### config.mk
export PLATFORM = sky130hd
export DESIGN_NAME = traffic_phase_sched
export DESIGN_NICKNAME = d
export VERILOG_FILES = /design/src/rtl/traffic_phase_sched_pkg.sv /design/src/rtl/traffic_phase_sched_phase_timer.sv /design/src/rtl/traffic_phase_sched.sv
export SDC_FILE = /design/constraint.sdc
export NUM_CORES = 1
export LEC_CHECK = 0
export CAP_MARGIN = 20
export CORE_UTILIZATION = 45
export CTS_BUF_LIST = sky130_fd_sc_hd__clkbuf_8
export DETAILED_ROUTE_END_ITERATION = 16
export GPL_ROUTABILITY_DRIVEN = 1
export PLACE_DENSITY = 0.71
export RECOVER_POWER = 25
export SLEW_MARGIN = 40
export SYNTH_ARGS = -nofsm -noshare
export SYNTH_HDL_FRONTEND = slang
export SYNTH_SLANG_ARGS = --single-unit
### constraint.sdc
create_clock -name clk -period 4.8 [get_ports clk]
set_clock_uncertainty 0.2 [all_clocks]
set_input_delay 1.2 -clock clk [delete_from_list [all_inputs] [get_ports clk]]
set_output_delay 1.2 -clock clk [all_outputs]
set_load 0.02 [all_outputs]
### src/rtl/traffic_phase_sched_pkg.sv
// traffic_phase_sched_pkg: lamp encoding, phase codes and default durations shared by the scheduler.
package traffic_phase_sched_pkg;
    localparam logic [2:0] RED    = 3'b100;
    localparam logic [2:0] YELLOW = 3'b010;
    localparam logic [2:0] GREEN  = 3'b001;
    typedef enum logic [2:0] {
        NS_G = 3'd0,
        NS_Y = 3'd1,
        AR_N = 3'd2,
        EW_G = 3'd3,
        EW_Y = 3'd4,
        AR_E = 3'd5,
        WALK = 3'd6,
        EMRG = 3'd7
    } phase_t;
    localparam int DEF_GREEN_TICKS  = 8;
    localparam int DEF_YELLOW_TICKS = 2;
    localparam int DEF_ALLRED_TICKS = 1;
    localparam int DEF_WALK_TICKS   = 4;
    localparam int DEF_CNT_W        = 8;
    // a zero duration behaves as one tick
    function automatic int dur_m1(int d);
        return (d < 1) ? 0 : d - 1;
    endfunction
endpackage

### src/rtl/traffic_phase_sched_phase_timer.sv
// traffic_phase_sched_phase_timer: loadable down-counter advancing on tick_en, with a zero flag.
module traffic_phase_sched_phase_timer #(
    parameter int               CNT_W   = 8,
    parameter logic [CNT_W-1:0] RST_VAL = '0
) (
    input  logic             clk,
    input  logic             reset_n,
    input  logic             tick_en,
    input  logic             load,
    input  logic [CNT_W-1:0] load_val,
    output logic             zero
);
    logic [CNT_W-1:0] cnt;
    assign zero = (cnt == '0);
    always_ff @(posedge clk or negedge reset_n)
        if (!reset_n)
            cnt <= RST_VAL;
        else if (load)
            cnt <= load_val;
        else if (tick_en && !zero)
            cnt <= cnt - 1'b1;
endmodule

### src/rtl/traffic_phase_sched.sv
// traffic_phase_sched: timed two-road phase scheduler with pedestrian service and emergency all-red.
module traffic_phase_sched
    import traffic_phase_sched_pkg::*;
#(
    parameter int GREEN_TICKS  = DEF_GREEN_TICKS,
    parameter int YELLOW_TICKS = DEF_YELLOW_TICKS,
    parameter int ALLRED_TICKS = DEF_ALLRED_TICKS,
    parameter int WALK_TICKS   = DEF_WALK_TICKS,
    parameter int CNT_W        = DEF_CNT_W
) (
    input  logic       clk,
    input  logic       reset_n,
    input  logic       tick_en,
    input  logic       ped_req,
    input  logic       emerg,
    output logic [2:0] ns_light,
    output logic [2:0] ew_light,
    output logic       walk,
    output logic       ped_ack,
    output logic [2:0] phase
);
    phase_t           state, state_n;
    logic             zero, timed, grant, ped_pending, next_dir;
    logic [CNT_W-1:0] load_val;
    int               dur;

    assign timed = zero && tick_en;
    assign grant = (state_n == WALK) && (state != WALK);

    always_comb begin
        state_n = state;
        unique case (state)
            NS_G: state_n = (emerg || timed) ? NS_Y : NS_G;
            NS_Y: state_n = timed ? AR_N : NS_Y;
            AR_N: state_n = !timed ? AR_N : emerg ? EMRG : ped_pending ? WALK : EW_G;
            EW_G: state_n = (emerg || timed) ? EW_Y : EW_G;
            EW_Y: state_n = timed ? AR_E : EW_Y;
            AR_E: state_n = !timed ? AR_E : emerg ? EMRG : ped_pending ? WALK : NS_G;
            WALK: state_n = emerg ? EMRG : !timed ? WALK : next_dir ? EW_G : NS_G;
            EMRG: state_n = emerg ? EMRG : AR_E;
            default: state_n = AR_E;
        endcase
    end

    always_comb begin
        dur = (state_n == NS_G || state_n == EW_G) ? GREEN_TICKS :
              (state_n == NS_Y || state_n == EW_Y) ? YELLOW_TICKS :
              (state_n == WALK) ? WALK_TICKS : ALLRED_TICKS;
        load_val = CNT_W'(dur_m1(dur));
    end

    traffic_phase_sched_phase_timer #(
        .CNT_W  (CNT_W),
        .RST_VAL(CNT_W'(dur_m1(ALLRED_TICKS)))
    ) u_timer (
        .clk     (clk),
        .reset_n (reset_n),
        .tick_en (tick_en),
        .load    (state_n != state),
        .load_val(load_val),
        .zero    (zero)
    );

    always_ff @(posedge clk or negedge reset_n)
        if (!reset_n) begin
            state       <= AR_E;
            ped_pending <= 1'b0;
            ped_ack     <= 1'b0;
            next_dir    <= 1'b0;
        end else begin
            state       <= state_n;
            ped_ack     <= grant;
            ped_pending <= grant ? 1'b0 : (ped_req && state != WALK) ? 1'b1 : ped_pending;
            // remember which green the walk displaced: 1 = east-west
            if (grant)
                next_dir <= (state == AR_N);
        end

    assign ns_light = (state == NS_G) ? GREEN : (state == NS_Y) ? YELLOW : RED;
    assign ew_light = (state == EW_G) ? GREEN : (state == EW_Y) ? YELLOW : RED;
    assign walk     = (state == WALK);
    assign phase    = state;
endmodule

### Word level (Yosys, flattened, before mapping)

Cells that the tools add are included.

| cells by class | value |
|---|---|
| shifts and indexed selects | 0 |
| multiplexer cells | 27 |
| equality and inequality tests | 13 |
| magnitude comparators | 1 |
| reduce and logical (&&, ||, !) cells | 13 |
| div/mod/pow operators | 0 |
| bitwise logic cells | 0 |
| add/sub/neg operators | 2 |
| multipliers | 0 |

Operators by type and width:

| kind | count |
|---|---|
| $mux W3 | 15 |
| $mux W8 | 3 |
| $pmux W3 S8 | 1 |
| $eq A3 B3 Y1 const B | 6 |
| $eq A3 B2 Y1 const B | 3 |
| $logic_not A8 Y1 | 1 |
| $sub A8 B1 Y8 const B | 1 |
| $eq A3 B1 Y1 const B | 2 |
| $logic_not A3 Y1 | 2 |
| $mux W2 | 3 |
| $sub A4 B1 Y5 const B | 1 |
| $logic_and A1 B1 Y1 | 4 |
| $lt A4 B1 Y1 const B | 1 |
| $mux W1 | 4 |
| $mux W4 | 1 |
| $reduce_bool A2 Y1 | 2 |
| $logic_or A1 B1 Y1 | 3 |
| $ne A3 B3 Y1 | 1 |
| $ne A3 B3 Y1 const B | 1 |
| $logic_not A1 Y1 | 1 |

| word-level totals | value |
|---|---|
| logic and storage cells | 61 |
| latch bits | 0 |
| RAM bits | 0 |
| bits of input ports | 5 |
| register bits | 14 |
| memory bits (read-only) | 0 |
| memories | 0 |
| output and inout port bits | 11 |

### Longest topological paths before layout

| logic depth | value |
|---|---|
| word-level depth | 12 |
| depth in mapped cells | 13 |
| mapped depth without buffers | 13 |

### Modules after synthesis

Synthesis repeated with hierarchy kept, for this count alone.

| unflattened totals | value |
|---|---|
| cells, all modules | 132 |
| area total of the unflattened synthesis | 1098.6 sq um |

By module, submodules not included:

| module | sequential area each (sq um) | area an instance (sq um) | cells each | times used |
|---|---|---|---|---|
| traffic_phase_sched | 152.6 | 570.5 | 74 | 1 |
| traffic_phase_sched_phase_timer | 200.2 | 528.0 | 58 | 1 |

### Least setup slack after synthesis

Ideal clock, no wire load.

| path | value |
|---|---|
| kind | input port to flip-flop |
| start | input port emerg |
| end | register u_timer.cnt[7] |
| cell stages on the path | 11 |
| arrival time | 3.018 ns |
| path slack | 1.442 ns |
| data required time | 4.460 ns |
| library setup time | 0.140 ns |
| buffers on the path | 1 |
| path through | clkbuf_1 nor3b_1 nand4_1 a21o_1 o211ai_1 nor2_1 or3_1 ha_1 inv_1 o31a_1 a22oi_1 |

| on the way | value |
|---|---|
| word-level cells in the longest chain between the ends | 10 |
| elaborated cells between the ends (all ways) | 26 |
| classes of those cells | add/sub: 1; order compare: 1; eq/ne: 5; mux: 14; reduce/logical: 5 |

RTL lines:

| element | line | text |
|---|---|---|
| from (decl) | traffic_phase_sched.sv:15 | `input logic emerg,` |
| $mux W3 (tied with other cells) (2 in a row) | traffic_phase_sched.sv:38 | `AR_E: state_n = !timed ? AR_E : emerg ? EMRG : ped_pending ? WALK : NS_G;` |
| $pmux W3 S8 (*) | traffic_phase_sched.sv:32 | `unique case (state)` |
| $eq A3 B3 Y1 (tied with other cells) | traffic_phase_sched.sv:48 | `(state_n == WALK) ? WALK_TICKS : ALLRED_TICKS;` |
| $mux W3 / $logic_or A1 B1 Y1 (equally long branches) | traffic_phase_sched.sv:48, traffic_phase_sched.sv:47 |  |
| $mux W3 | traffic_phase_sched.sv:47 | `(state_n == NS_Y \|\| state_n == EW_Y) ? YELLOW_TICKS :` |
| $mux W4 | traffic_phase_sched.sv:46 | `dur = (state_n == NS_G \|\| state_n == EW_G) ? GREEN_TICKS :` |
| $sub A4 B1 Y5 / $lt A4 B1 Y1 (equally long branches) | traffic_phase_sched_pkg.sv:23 | `return (d < 1) ? 0 : d - 1;` |
| $mux W8 | traffic_phase_sched_pkg.sv:23 |  |
| $mux W8 | traffic_phase_sched_phase_timer.sv:18 | `else if (load)` |
| to (signal assigned) | traffic_phase_sched_phase_timer.sv:19 | `cnt <= load_val;` |
| to (signal assigned) | traffic_phase_sched_phase_timer.sv:21 | `cnt <= cnt - 1'b1;` |
| to (decl) | traffic_phase_sched_phase_timer.sv:13 | `logic [CNT_W-1:0] cnt;` |

Every way passes the cells marked *; elsewhere a longest branch is shown, timed or not.
A chain may end at the register's enable or synchronous reset.

### Worst setup path after layout

| path | value |
|---|---|
| start | input port tick_en |
| end | register u_timer.cnt[7] |

| on the way | value |
|---|---|
| word-level cells in the longest chain between the ends | 11 |
| elaborated cells between the ends (all ways) | 28 |
| classes of those cells | add/sub: 1; order compare: 1; eq/ne: 5; mux: 14; reduce/logical: 7 |

RTL lines:

| element | line | text |
|---|---|---|
| from (decl) | traffic_phase_sched.sv:13 | `input logic tick_en,` |
| $logic_and A1 B1 Y1 | traffic_phase_sched.sv:27 | `assign timed = zero && tick_en;` |
| $mux W3 / $logic_or A1 B1 Y1 (equally long branches) | traffic_phase_sched.sv:39, traffic_phase_sched.sv:33, traffic_phase_sched.sv:36 |  |
| $mux W3 (tied with other cells) | traffic_phase_sched.sv:39 | `WALK: state_n = emerg ? EMRG : !timed ? WALK : next_dir ? EW_G : NS_G;` |
| $pmux W3 S8 | traffic_phase_sched.sv:32 |  |
| $eq A3 B3 Y1 (tied with other cells) | traffic_phase_sched.sv:48 |  |
| $mux W3 / $logic_or A1 B1 Y1 (equally long branches) | traffic_phase_sched.sv:48, traffic_phase_sched.sv:47 |  |
| $mux W3 | traffic_phase_sched.sv:47 |  |
| $mux W4 | traffic_phase_sched.sv:46 |  |
| $sub A4 B1 Y5 / $lt A4 B1 Y1 (equally long branches) | traffic_phase_sched_pkg.sv:23 |  |
| $mux W8 | traffic_phase_sched_pkg.sv:23 |  |
| $mux W8 | traffic_phase_sched_phase_timer.sv:18 |  |

Several ways; a longest one is shown, not always the timed one.

==> results <==
- STA classifies the critical path endpoint as a flop.
- The synthesized netlist contains 48 unique library cells.
- The final RePlAce weighted congestion is 0.8691.
- Hold repair after CTS inserted 0 buffers.
- The post-synthesis simple-gate area fraction is between 20% and 30%.
- The number of sinks handled by clock tree synthesis is 14.
- The number of antenna violations at the first check in global routing came to 0.
- The kind of start point of the critical path is an input pin.
- The run finished with clean final reports.
- The setup path with the least slack is of type input pin to flop.
- In this run, CTS created clock tree buffers numbering 3.
- The maximum number of pins on one net before global-route repair is 18.
- The global-route track usage on met1 is roughly 33%.
- The number of cells on the worst reg-to-reg path is 13.
- The overall die width is 51.94 um.
- The cell depth of the worst min-delay path is 2.
- STA puts the critical path data arrival time at 3680 ps.
- The largest family of logic cells by synthesized area is compound AO/OA/AOI/OAI gates.
- The dominant synthesized flop cell is sky130_fd_sc_hd__dfrtp_1.
- The residual antenna-violating net count after detailed routing is 0.
- The multi-input logic area is approximately 700 sq um.
- After Yosys synthesis, full adders, half adders and majority gates account for 3.344% of the synthesized area.
- Measured along the y axis, the die boundary spans 51.94 um.
- Along the worst path, the maximum fanout reaches 11.
- The routed design could run at a clock period as short as 3763 ps.
- The tool flagged a number of max-cap violations equal to 0.
- The worst-case register-to-register setup slack is 1530 ps.
- The commonest cells after synthesis are 14 x sky130_fd_sc_hd__nor2_1, 12 x sky130_fd_sc_hd__dfrtp_1, 10 x sky130_fd_sc_hd__nand2_1.
- The critical path startpoint is tick_en.
- The number of buffers on the longest clock path is 2.
- Adding up every negative setup slack in the final design gives 0 ps.
- The path class of the tightest hold or removal check is flop to flop.
- Sorting the synthesized cells by area gives the leading types as sky130_fd_sc_hd__dfrtp_1 27%, sky130_fd_sc_hd__dfstp_2 4.7%, sky130_fd_sc_hd__nor2_1 4.7%.
- The ratio of cells with drive above 1 in the final layout is between 10 and 15%.
- The destination of the worst register-to-register timing path is u_timer.cnt[7]$_DFFE_PN0P_.
- In the final routed layout, each cell accounts on average for 14.77 um.
- In this run the critical register-to-register path is launched from u_timer.cnt[0]$_DFFE_PN0P_.
- The number of I/O port buffers is 15.
- After Yosys synthesis, XOR and XNOR cells account for approximately 5.5% of the synthesized area.
- The static leakage power is 0.5315 nW.
- The post-synthesis instance total is roughly 130.
- The share of synthesized area spent on multiplexers is 0.8919%.
- The number of register bits inferred by synthesis is 14.
- Setup repair after global routing left no endpoint under its margin.
- The finished cells cover roughly 0.0013 sq mm.
- The first routing iteration left 36 violations.
- The capturing element of the worst setup path is u_timer.cnt[7]$_DFFE_PN0P_.
- Once the clock tree was built, the resizer swapped 0 gates to a different size.
- Clock-pin slew was measured on the worst setup and hold paths at 60 ps.
- The die covers 0.002698 sq mm.
- The warning count from the yosys run is 0.
- The sequential share of the synthesized area is a little under a third.
- The number of enable flip-flop cells after synthesis is 0.
- The total power density per cell area is 444.0 mW/mm^2.
- The clock root buffer is sky130_fd_sc_hd__clkbuf_8.
- The starting utilization of the core area is 49.31%.
- The via count of the first global-routing pass was 890.
- The global routing usage on met2 is 29.49%.
- The latest clock arrival within the worst-skew pair is 250 ps.
- Summing the areas of all compound-gate instances in the mapped netlist gives a little over a quarter of the synthesized area.
- After clock tree synthesis, the setup repair step added 0 buffers.
- The number of top-level pins is 16.
- At the worst endpoint, the required time is 4720 ps.
- The area occupied by registers is 352.8 sq um.
- The total count of max-transition violations in the final report is 0.
- The final global-route overflow total is 0.
- The mean cell area of the mapped netlist is between 8 and 9 sq um.
- The measured slew at the worst slew-check pin is 607.5 ps.
- The H-tree depth reported by CTS is 1.
- The fraction of synthesis flops using an asynchronous set or reset pin is 100.0%.
- TritonCTS built the clock tree.
- The global-route wire length before repair is 4.167 mm.
- In the routed design, unresolved DRC markers number 0.
- After floorplanning, the core was divided into 17 placement rows.
- The most common cell in the synthesized netlist is sky130_fd_sc_hd__nor2_1.
- After synthesis, the largest area contributor takes up around 27% of total cell area.
- After the last flow step, the layout net total stands at 152.
- The final setup violation count is 0.
- The cell taking the most area after synthesis is sky130_fd_sc_hd__dfrtp_1.
- The number of hold violations in the final report is 0.
- The total via count in the routed design is 1040.
- The total of fill cells in the finished design is 205.
- met1 is the most crowded layer.
- The synthesized netlist net count is 137.
- The floorplan step defined a core boundary enclosing 0.002276 sq mm.
- 0 antenna diodes ended up in the layout.
- The placed instance area is 0.001289 sq mm.
- Summed over all layers, the routed wires come to between 2 and 3 mm.
- The signed area change from the synthesized netlist to the final layout is 19.73%.
- For this run, global-route usage on met3 was measured as 2.632%.
- The placed wire-length estimate after detailed placement is ~1.9 mm.
- For this run, the total global-route usage over all layers was measured as between 20% and 30%.
- The mean number of vias per cell is 6.082.
- The highest achievable clock rate is between 200 and 300 MHz.
- The cell area after synthesis is around 0.0011 sq mm.
- The portion of the clock cycle consumed by the worst path in the final layout is between 70% and 80%.
- The number of detailed-route iterations in the first pass is 4.
- In this run the tightest slew margin relative to its limit is 59.36%.
- The peak supply drop is 0.0002921 V.
==> layer usage <==
layer / routed length (um) / up-vias
met5: 0 / -
met4: 25 / 0
met3: 94 / 2
met2: 1091 / 34
met1: 1315 / 496
li1: - / 508
==> stage by stage <==
| stage | power, mW | utilization [%] | hold slack (ps) | setup WS [ps] | cells |
|---|---|---|---|---|---|
| finish | 0.5967 | 59.04 | 380.3 | 1037 | 171 |
| CTS | 0.5942 | 59.04 | 387.8 | 1066 | 171 |
| global route | 0.6360 | 59.04 | 406.2 | 773.7 | 171 |
| detailed placement | 0.4791 | 56.62 | 368.4 | 805.6 | 167 |
| floorplan | 0.4033 | - | 336.2 | 1442 | 129 |
| global placement | 0.4762 | 56.62 | 364.9 | 824.2 | 167 |
==> kinds of logic (layout without fill, tap and decap cells) <==
kind of cell / Yosys count / in the layout
simple gates: 55 / 55
compound gates: 35 / 35
flops: 14 / 14
buf+inv: 14 / 28
xor+xnor: 7 / 7
fa+ha+maj: 3 / 3
mux: 1 / 1
==> power by group <==
part           internal, mW  switching (mW)
clock                0.0728          0.0428
combinational         0.121           0.150
sequential            0.157          0.0532
total                 0.351           0.246
==> how the worst min path moves through the flow <==
stage / start / endpoint / slack (ps)
floorplan: u_timer.cnt[6]$_DFFE_PN0P_ / u_timer.cnt[6]$_DFFE_PN0P_ / 340
global placement: u_timer.cnt[6]$_DFFE_PN0P_ / u_timer.cnt[6]$_DFFE_PN0P_ / 360
detailed placement: u_timer.cnt[6]$_DFFE_PN0P_ / u_timer.cnt[6]$_DFFE_PN0P_ / 370
CTS: u_timer.cnt[6]$_DFFE_PN0P_ / u_timer.cnt[6]$_DFFE_PN0P_ / 390
global route: u_timer.cnt[6]$_DFFE_PN0P_ / u_timer.cnt[6]$_DFFE_PN0P_ / 410
finish: u_timer.cnt[6]$_DFFE_PN0P_ / u_timer.cnt[6]$_DFFE_PN0P_ / 380
==> flip-flops by register name (all words and copies together) (netlist names) <==
signal / count
u_timer.cnt: 8
phase: 3
next_dir: 1
ped_ack: 1
ped_pending: 1
==> cells in the final DEF, fill, tap and decap left out, drive strengths merged, types with 3 or more instances in the layout <==
cell type | Yosys | layout
inv | 8 | 8
ha | 3 | 3
nor2 | 14 | 14
xnor2 | 4 | 4
xor2 | 3 | 3
dfrtp | 12 | 12
nand3 | 4 | 4
and3 | 3 | 3
a21oi | 6 | 6
nor3 | 3 | 3
clkdlybuf4s50 | 0 | 14
nor2b | 5 | 5
nand2 | 10 | 10
clkbuf | 5 | 4
==> final cells by class <==
type                       count  share of cell area (%)
multi-input combinational    101                   53.35
sequential                    14                   26.26
timing repair buffer          15                   11.17
clock buffer                   4                   4.097
tap                           28                   2.607
inverter                       9                   2.514
==> critical path, cell delays in order <==
cell and delay, ps:
sky130_fd_sc_hd__clkdlybuf4s50_1 600, sky130_fd_sc_hd__and3_1 310, sky130_fd_sc_hd__a311o_2 440, sky130_fd_sc_hd__nor2_1 120, sky130_fd_sc_hd__nor2_1 70, sky130_fd_sc_hd__or3_1 390, sky130_fd_sc_hd__ha_1 210, sky130_fd_sc_hd__inv_1 50
sky130_fd_sc_hd__o31a_1 180, sky130_fd_sc_hd__a22oi_1 110
(Power assumes the default switching activity.)
